<file path="src/rtl/data_path_if.sv">
// data_path_if: bundles the controller-facing signals of data_path.
//   in       - external load data (controller -> datapath)
//   reg_addr - destination register index for this cycle's write
//   s_reg    - write-source select: 1 = in, 0 = ALU result
//   s        - ALU op: 0 = add, 1 = subtract
//   out      - combinational ALU result (datapath -> controller)
//   cout     - combinational ALU carry-out / no-borrow flag
//   zero     - (out == 0), present only when DATA_PATH_ZERO_FLAG_EN is defined
// Modports: master (controller side), slave (datapath side).
interface data_path_if #(
    parameter int unsigned BIT_WIDTH = 4
);
    logic [BIT_WIDTH-1:0] in;
    logic [1:0]           reg_addr;
    logic                 s_reg;
    logic                 s;
    logic [BIT_WIDTH-1:0] out;
    logic                 cout;
`ifdef DATA_PATH_ZERO_FLAG_EN
    logic                 zero;
`endif

    modport master (
        output in,
        output reg_addr,
        output s_reg,
        output s,
`ifdef DATA_PATH_ZERO_FLAG_EN
        input  zero,
`endif
        input  out,
        input  cout
    );

    modport slave (
        input  in,
        input  reg_addr,
        input  s_reg,
        input  s,
`ifdef DATA_PATH_ZERO_FLAG_EN
        output zero,
`endif
        output out,
        output cout
    );
endinterface

</file>
<file path="src/rtl/data_path.sv">
// data_path: 4-entry register file (R0..R3) with an add/subtract ALU on R0 and R1.
// Every rising clock edge writes R[reg_addr] with either the external input or the
// ALU result; there is no write enable.
// Ports:
//   clk    - clock, rising edge
//   rst_n  - asynchronous active-low reset, clears R0..R3
//   dp_io  - data_path_if.slave: in, reg_addr, s_reg, s -> out, cout (and zero)
// Optional feature: define DATA_PATH_ZERO_FLAG_EN to add the zero output (out == 0).
module data_path #(
    parameter int unsigned BIT_WIDTH = 4
) (
    input  logic           clk,
    input  logic           rst_n,
    data_path_if.slave     dp_io
);

    logic [BIT_WIDTH-1:0] regs_q [4];
    logic [BIT_WIDTH-1:0] regs_d [4];
    logic [BIT_WIDTH-1:0] alu_b;
    logic [BIT_WIDTH:0]   alu_sum;

    // Subtract as R0 + ~R1 + 1 so cout reads as "no borrow".
    always_comb begin
        alu_b   = dp_io.s ? ~regs_q[1] : regs_q[1];
        alu_sum = {1'b0, regs_q[0]} + {1'b0, alu_b} + {{BIT_WIDTH{1'b0}}, dp_io.s};
    end

    assign dp_io.out  = alu_sum[BIT_WIDTH-1:0];
    assign dp_io.cout = alu_sum[BIT_WIDTH];

`ifdef DATA_PATH_ZERO_FLAG_EN
    assign dp_io.zero = (alu_sum[BIT_WIDTH-1:0] == '0);
`endif

    // Next state reads the pre-edge registers, so R0 <= R0 + R1 is well defined.
    always_comb begin
        regs_d = regs_q;
        regs_d[dp_io.reg_addr] = dp_io.s_reg ? dp_io.in : alu_sum[BIT_WIDTH-1:0];
    end

    always_ff @(posedge clk or negedge rst_n) begin
        if (!rst_n) begin
            for (int i = 0; i < 4; i++) begin
                regs_q[i] <= '0;
            end
        end else begin
            regs_q <= regs_d;
        end
    end

endmodule

</file>
<file path="src/flat_wrapper.sv">
// flat-port wrapper written by rule: the top's interface ports become plain ports
module data_path_flat 
#(
    parameter int unsigned BIT_WIDTH = 4
)
  (clk, rst_n, dp_io_in, dp_io_reg_addr, dp_io_s_reg, dp_io_s, dp_io_out, dp_io_cout);
  data_path_if #(.BIT_WIDTH(BIT_WIDTH)) dp_io_i ();
  input  logic clk;
  input  logic rst_n;
  input wire logic [$bits(dp_io_i.in)-1:0] dp_io_in;
  input wire logic [$bits(dp_io_i.reg_addr)-1:0] dp_io_reg_addr;
  input wire logic [$bits(dp_io_i.s_reg)-1:0] dp_io_s_reg;
  input wire logic [$bits(dp_io_i.s)-1:0] dp_io_s;
  output wire logic [$bits(dp_io_i.out)-1:0] dp_io_out;
  output wire logic [$bits(dp_io_i.cout)-1:0] dp_io_cout;
  assign dp_io_i.in = dp_io_in;
  assign dp_io_i.reg_addr = dp_io_reg_addr;
  assign dp_io_i.s_reg = dp_io_s_reg;
  assign dp_io_i.s = dp_io_s;
  assign dp_io_out = dp_io_i.out;
  assign dp_io_cout = dp_io_i.cout;
  data_path #(.BIT_WIDTH(BIT_WIDTH)) u_core (.clk(clk), .rst_n(rst_n), .dp_io(dp_io_i));
endmodule
</file>
<file path="config.mk">
export PLATFORM = sky130hd
export DESIGN_NAME = data_path_flat
export DESIGN_NICKNAME = d
export VERILOG_FILES = /design/src/rtl/data_path_if.sv /design/src/rtl/data_path.sv /design/src/flat_wrapper.sv
export SDC_FILE = /design/constraint.sdc
export NUM_CORES = 1
export LEC_CHECK = 0
export CORE_UTILIZATION = 35
export CTS_BUF_LIST = sky130_fd_sc_hd__clkbuf_2 sky130_fd_sc_hd__clkbuf_4 sky130_fd_sc_hd__clkbuf_8
export DETAILED_ROUTE_END_ITERATION = 10
export DONT_BUFFER_PORTS = 1
export PLACE_DENSITY = 0.58
export SYNTH_ARGS = -nofsm -noshare
export SYNTH_HDL_FRONTEND = slang
export SYNTH_SLANG_ARGS = --single-unit
</file>
<file path="constraint.sdc">
create_clock -name clk -period 2.4 [get_ports clk]
set_clock_uncertainty 0.2 [all_clocks]
set_input_delay 0.48 -clock clk [delete_from_list [all_inputs] [get_ports clk]]
set_output_delay 0.48 -clock clk [all_outputs]
set_load 0.01 [all_outputs]
</file>
==> results.cfg <==
[cts]
clk_root_buffer_cell = clkbuf_4
cts_buffer_depth = 2
path_clk_slew_ps = 60
clock_tree.htree_level_count = 1
clock_insertion_delay_worst_skew_ps = 250
cts_buffers = 3
tritoncts = yes
clock_sinks = 8

[layout]
synthesis_to_finish_area_growth_pct = 18.1
num-fill-cells = 134
largest_register = u_core.regs_q
fin_area_sq_um = 628
final_nets = 78
antenna_diode_instance_count = 0
biggestRegsByFlops = u_core.regs_q: 8 flops
finalCoreUtilization_pct = 46.5
number_of_flip_flops_in_the_largest_register = 8
drive_above_1_share_pct = 19.7

[critical_path]
timing.critical_path.from_type = register
rr_startpoint = u_core.regs_q[10]
cp_top_family = XOR/XNOR gates
cpMaxStageDelayCell = dfrtp_1
max_stage_delay_ps = 400
worst_setup_path_end_kind = output port
critPathRequiredTime_ps = 1720
critical_path_arrival_ps = 1610
crit_buf_inv = 1
worstSetupStartpoint = u_core.regs_q[10]
setup.worst_path.class = reg -> out
critical_path_peak_fanout = 2
ordered_cell_list_for_the_critical_path = xor2_2 > ha_4 > a21oi_1 > o21ai_1 > xnor2_1 > inv_1

[place]
dp_hpwl_um = 838
gp_routability_congestion = 0.656
place.port_buffers = 0
dpl-instance-area_sq_um = 551

[route]
dr_total_vias = 400
final_antenna_net_count = 0
remaining_drc_errors = 0
drt_first_iter_violations = 5
detail_route.vias_per_cell = 5.26
avgRoutedWirePerCell_um = 13.9
finalWirelength_um = 1060
drtPass1Iterations = 3

[global_routing]
grt_usage_pct = 15.8
antenna_found_initial = 0
grt_start_max_net_pins = 10
grt_pass1_wl_um = 1600
globalRoute.totalOverflow = 0
via_count_of_the_first_global_routing_pass = 387

[die]
chipWidth_um = 41.0
fp.dieH_um = 41.0
initial_core_utilization_pct = 39.4
io_pins = 15
placement_rows = 13
design.die.area_sq_um = 1680
fp.coreArea_sq_um = 1350

[run]
cap_violations = 0

[timing]
grt_setup_unrepaired = no
finalHoldViolations = 0
setup_total_negative_slack_ps = 0
relSlewSlack_pct = 75.5
minimum_clock_period_after_layout_ps = 2290
holdWs_ps = 113
timing_limited_maximum_frequency_ghz = 0.436
setup_viol = 0
final-max-slew-violation-count = 0
final_clock_period_utilization_by_the_worst_path_pct = 95.6
max_slew.worst_pin.slew_ps = 367

[power_and_ir_drop]
switching_share_pct = 42.7
powerDensity_nw_per_um2 = 1490
cellLeakagePower_nw = 0.285
power.share.combinational_pct = 64.2
power.share.sequential_pct = 25.1
ir_drop_mv = 0.507
power.clock.fraction_pct = 10.8
cell_int_power_mw = 0.536
switchingPower_mw = 0.399

[synth]
netlist.top_cell.by_area = dfrtp_1
synth_cell_types = 18
yosys.area.top_type_share_pct = 37.6
syn_avg_cell_area_sq_um = 9.33
synth.ff_latch_count = 8
most_repeated_cell_in_the_gate_level_netlist_after_synthesis = dfrtp_1
ys_warn_count = 0
netlist_instances = 57
netlist_top_cells_area = dfrtp_1 (38%), ha_1 (9.4%), xor2_1 (6.6%)
mappedNetlistArea_sq_um = 532
synthFlopType = dfrtp_1
synth_common_cells = dfrtp_1 (8), nand2_1 (6), o21ai_0 (6)
synth_fp_nets = 72
post_synth_edffs = 0
ys_async_sr_fraction_pct = 100
ys_seq_area_share_pct = 37.6

[run_status]
run_status = finished, final reports clean

[hold_path]
hold_path_startpoint = dp_io_s_reg
hold_path_class = in -> reg
-- cell families (layout without fill, tap and decap cells) --
kind of cell | after synthesis | in the layout | synth area share (%)
simple gates | 14 | 14 | 11.3
flops | 8 | 8 | 37.6
buf+inv | 6 | 10 | 4.23
fa+ha+maj | 5 | 5 | 13.2
compound gates | 15 | 15 | 18.1
mux | 3 | 3 | 5.65
xor+xnor | 6 | 6 | 9.88
-- power by group through the flow --
stage / combinational, mW / sequential, mW / clock (mW)
detailed placement: 0.498 / 0.229 / 0
finish: 0.600 / 0.235 / 0.101
global route: 0.678 / 0.241 / 0.111
CTS: 0.535 / 0.226 / 0.106
floorplan: 0.385 / 0.218 / 0
global placement: 0.492 / 0.227 / 0
-- worst paths after layout --
kind	end	slack, ps	cells past startpoint
setup / recovery	dp_io_out[3]	110	6
hold / removal	u_core.regs_q[15]	110	1
setup reg to reg	u_core.regs_q[11]	400	8
hold reg to reg	u_core.regs_q[10]	340	2
max in group asynchronous	u_core.regs_q[13]	1360	1
min in group asynchronous	u_core.regs_q[8]	380	1
-- routing by layer --
| metal | global-route usage [%] | part of all wire [%] | wire length (um) |
|---|---|---|---|
| met1 | 19.2 | 44 | 465 |
| met2 | 22.7 | 49 | 520 |
| met3 | 3.26 | 5.4 | 57 |
| met4 | 15.0 | 1.1 | 12 |
| met5 | 0 | 0 | 0 |
-- through the flow --
| stage | worst slack [ps] | std cells | power, mW |
|---|---|---|---|
| 6_report | 106 | 76 | 0.935 |
| 5_1_grt | 13.0 | 76 | 1.03 |
| 4_1_cts | 9.77 | 75 | 0.867 |
| 3_5_place_dp | 180 | 71 | 0.727 |
| 3_3_place_gp | 190 | 71 | 0.720 |
| 2_1_floorplan | 193 | 57 | 0.603 |
-- final cells by class --
type / count / area [sq um] / share of cell area (%)
repair buffers: 3 / 25.0 / 3.98
inverters: 4 / 15.0 / 2.39
clock buffers: 3 / 22.5 / 3.59
well taps: 15 / 18.8 / 2.99
multi-input cells: 43 / 347 / 55.2
flip-flops and latches: 8 / 200 / 31.9
-- layout by cell type, fill, tap and decap left out, types with 2 or more instances in the layout --
cell type / Yosys / layout
dfrtp_1: 8 / 8
nand2_1: 6 / 6
o21ai_0: 6 / 6
a21oi_1: 5 / 5
nor2_1: 5 / 5
inv_1: 4 / 4
mux2i_1: 3 / 3
ha_1: 4 / 3
clkbuf_4: 0 / 3
xor2_1: 4 / 2
xor2_2: 0 / 2
nand2b_1: 2 / 2
buf_4: 0 / 2
-- repair_timing --
action,4_1_cts,5_1_grt
pin swaps,0,2
hold buffers,1,0
setup buffers,0,1
endpoints found under the setup margin,1,2
hold endpoints to repair,8,0
gates resized for setup,2,3
Note: power is estimated with default switching activity, not from simulation.
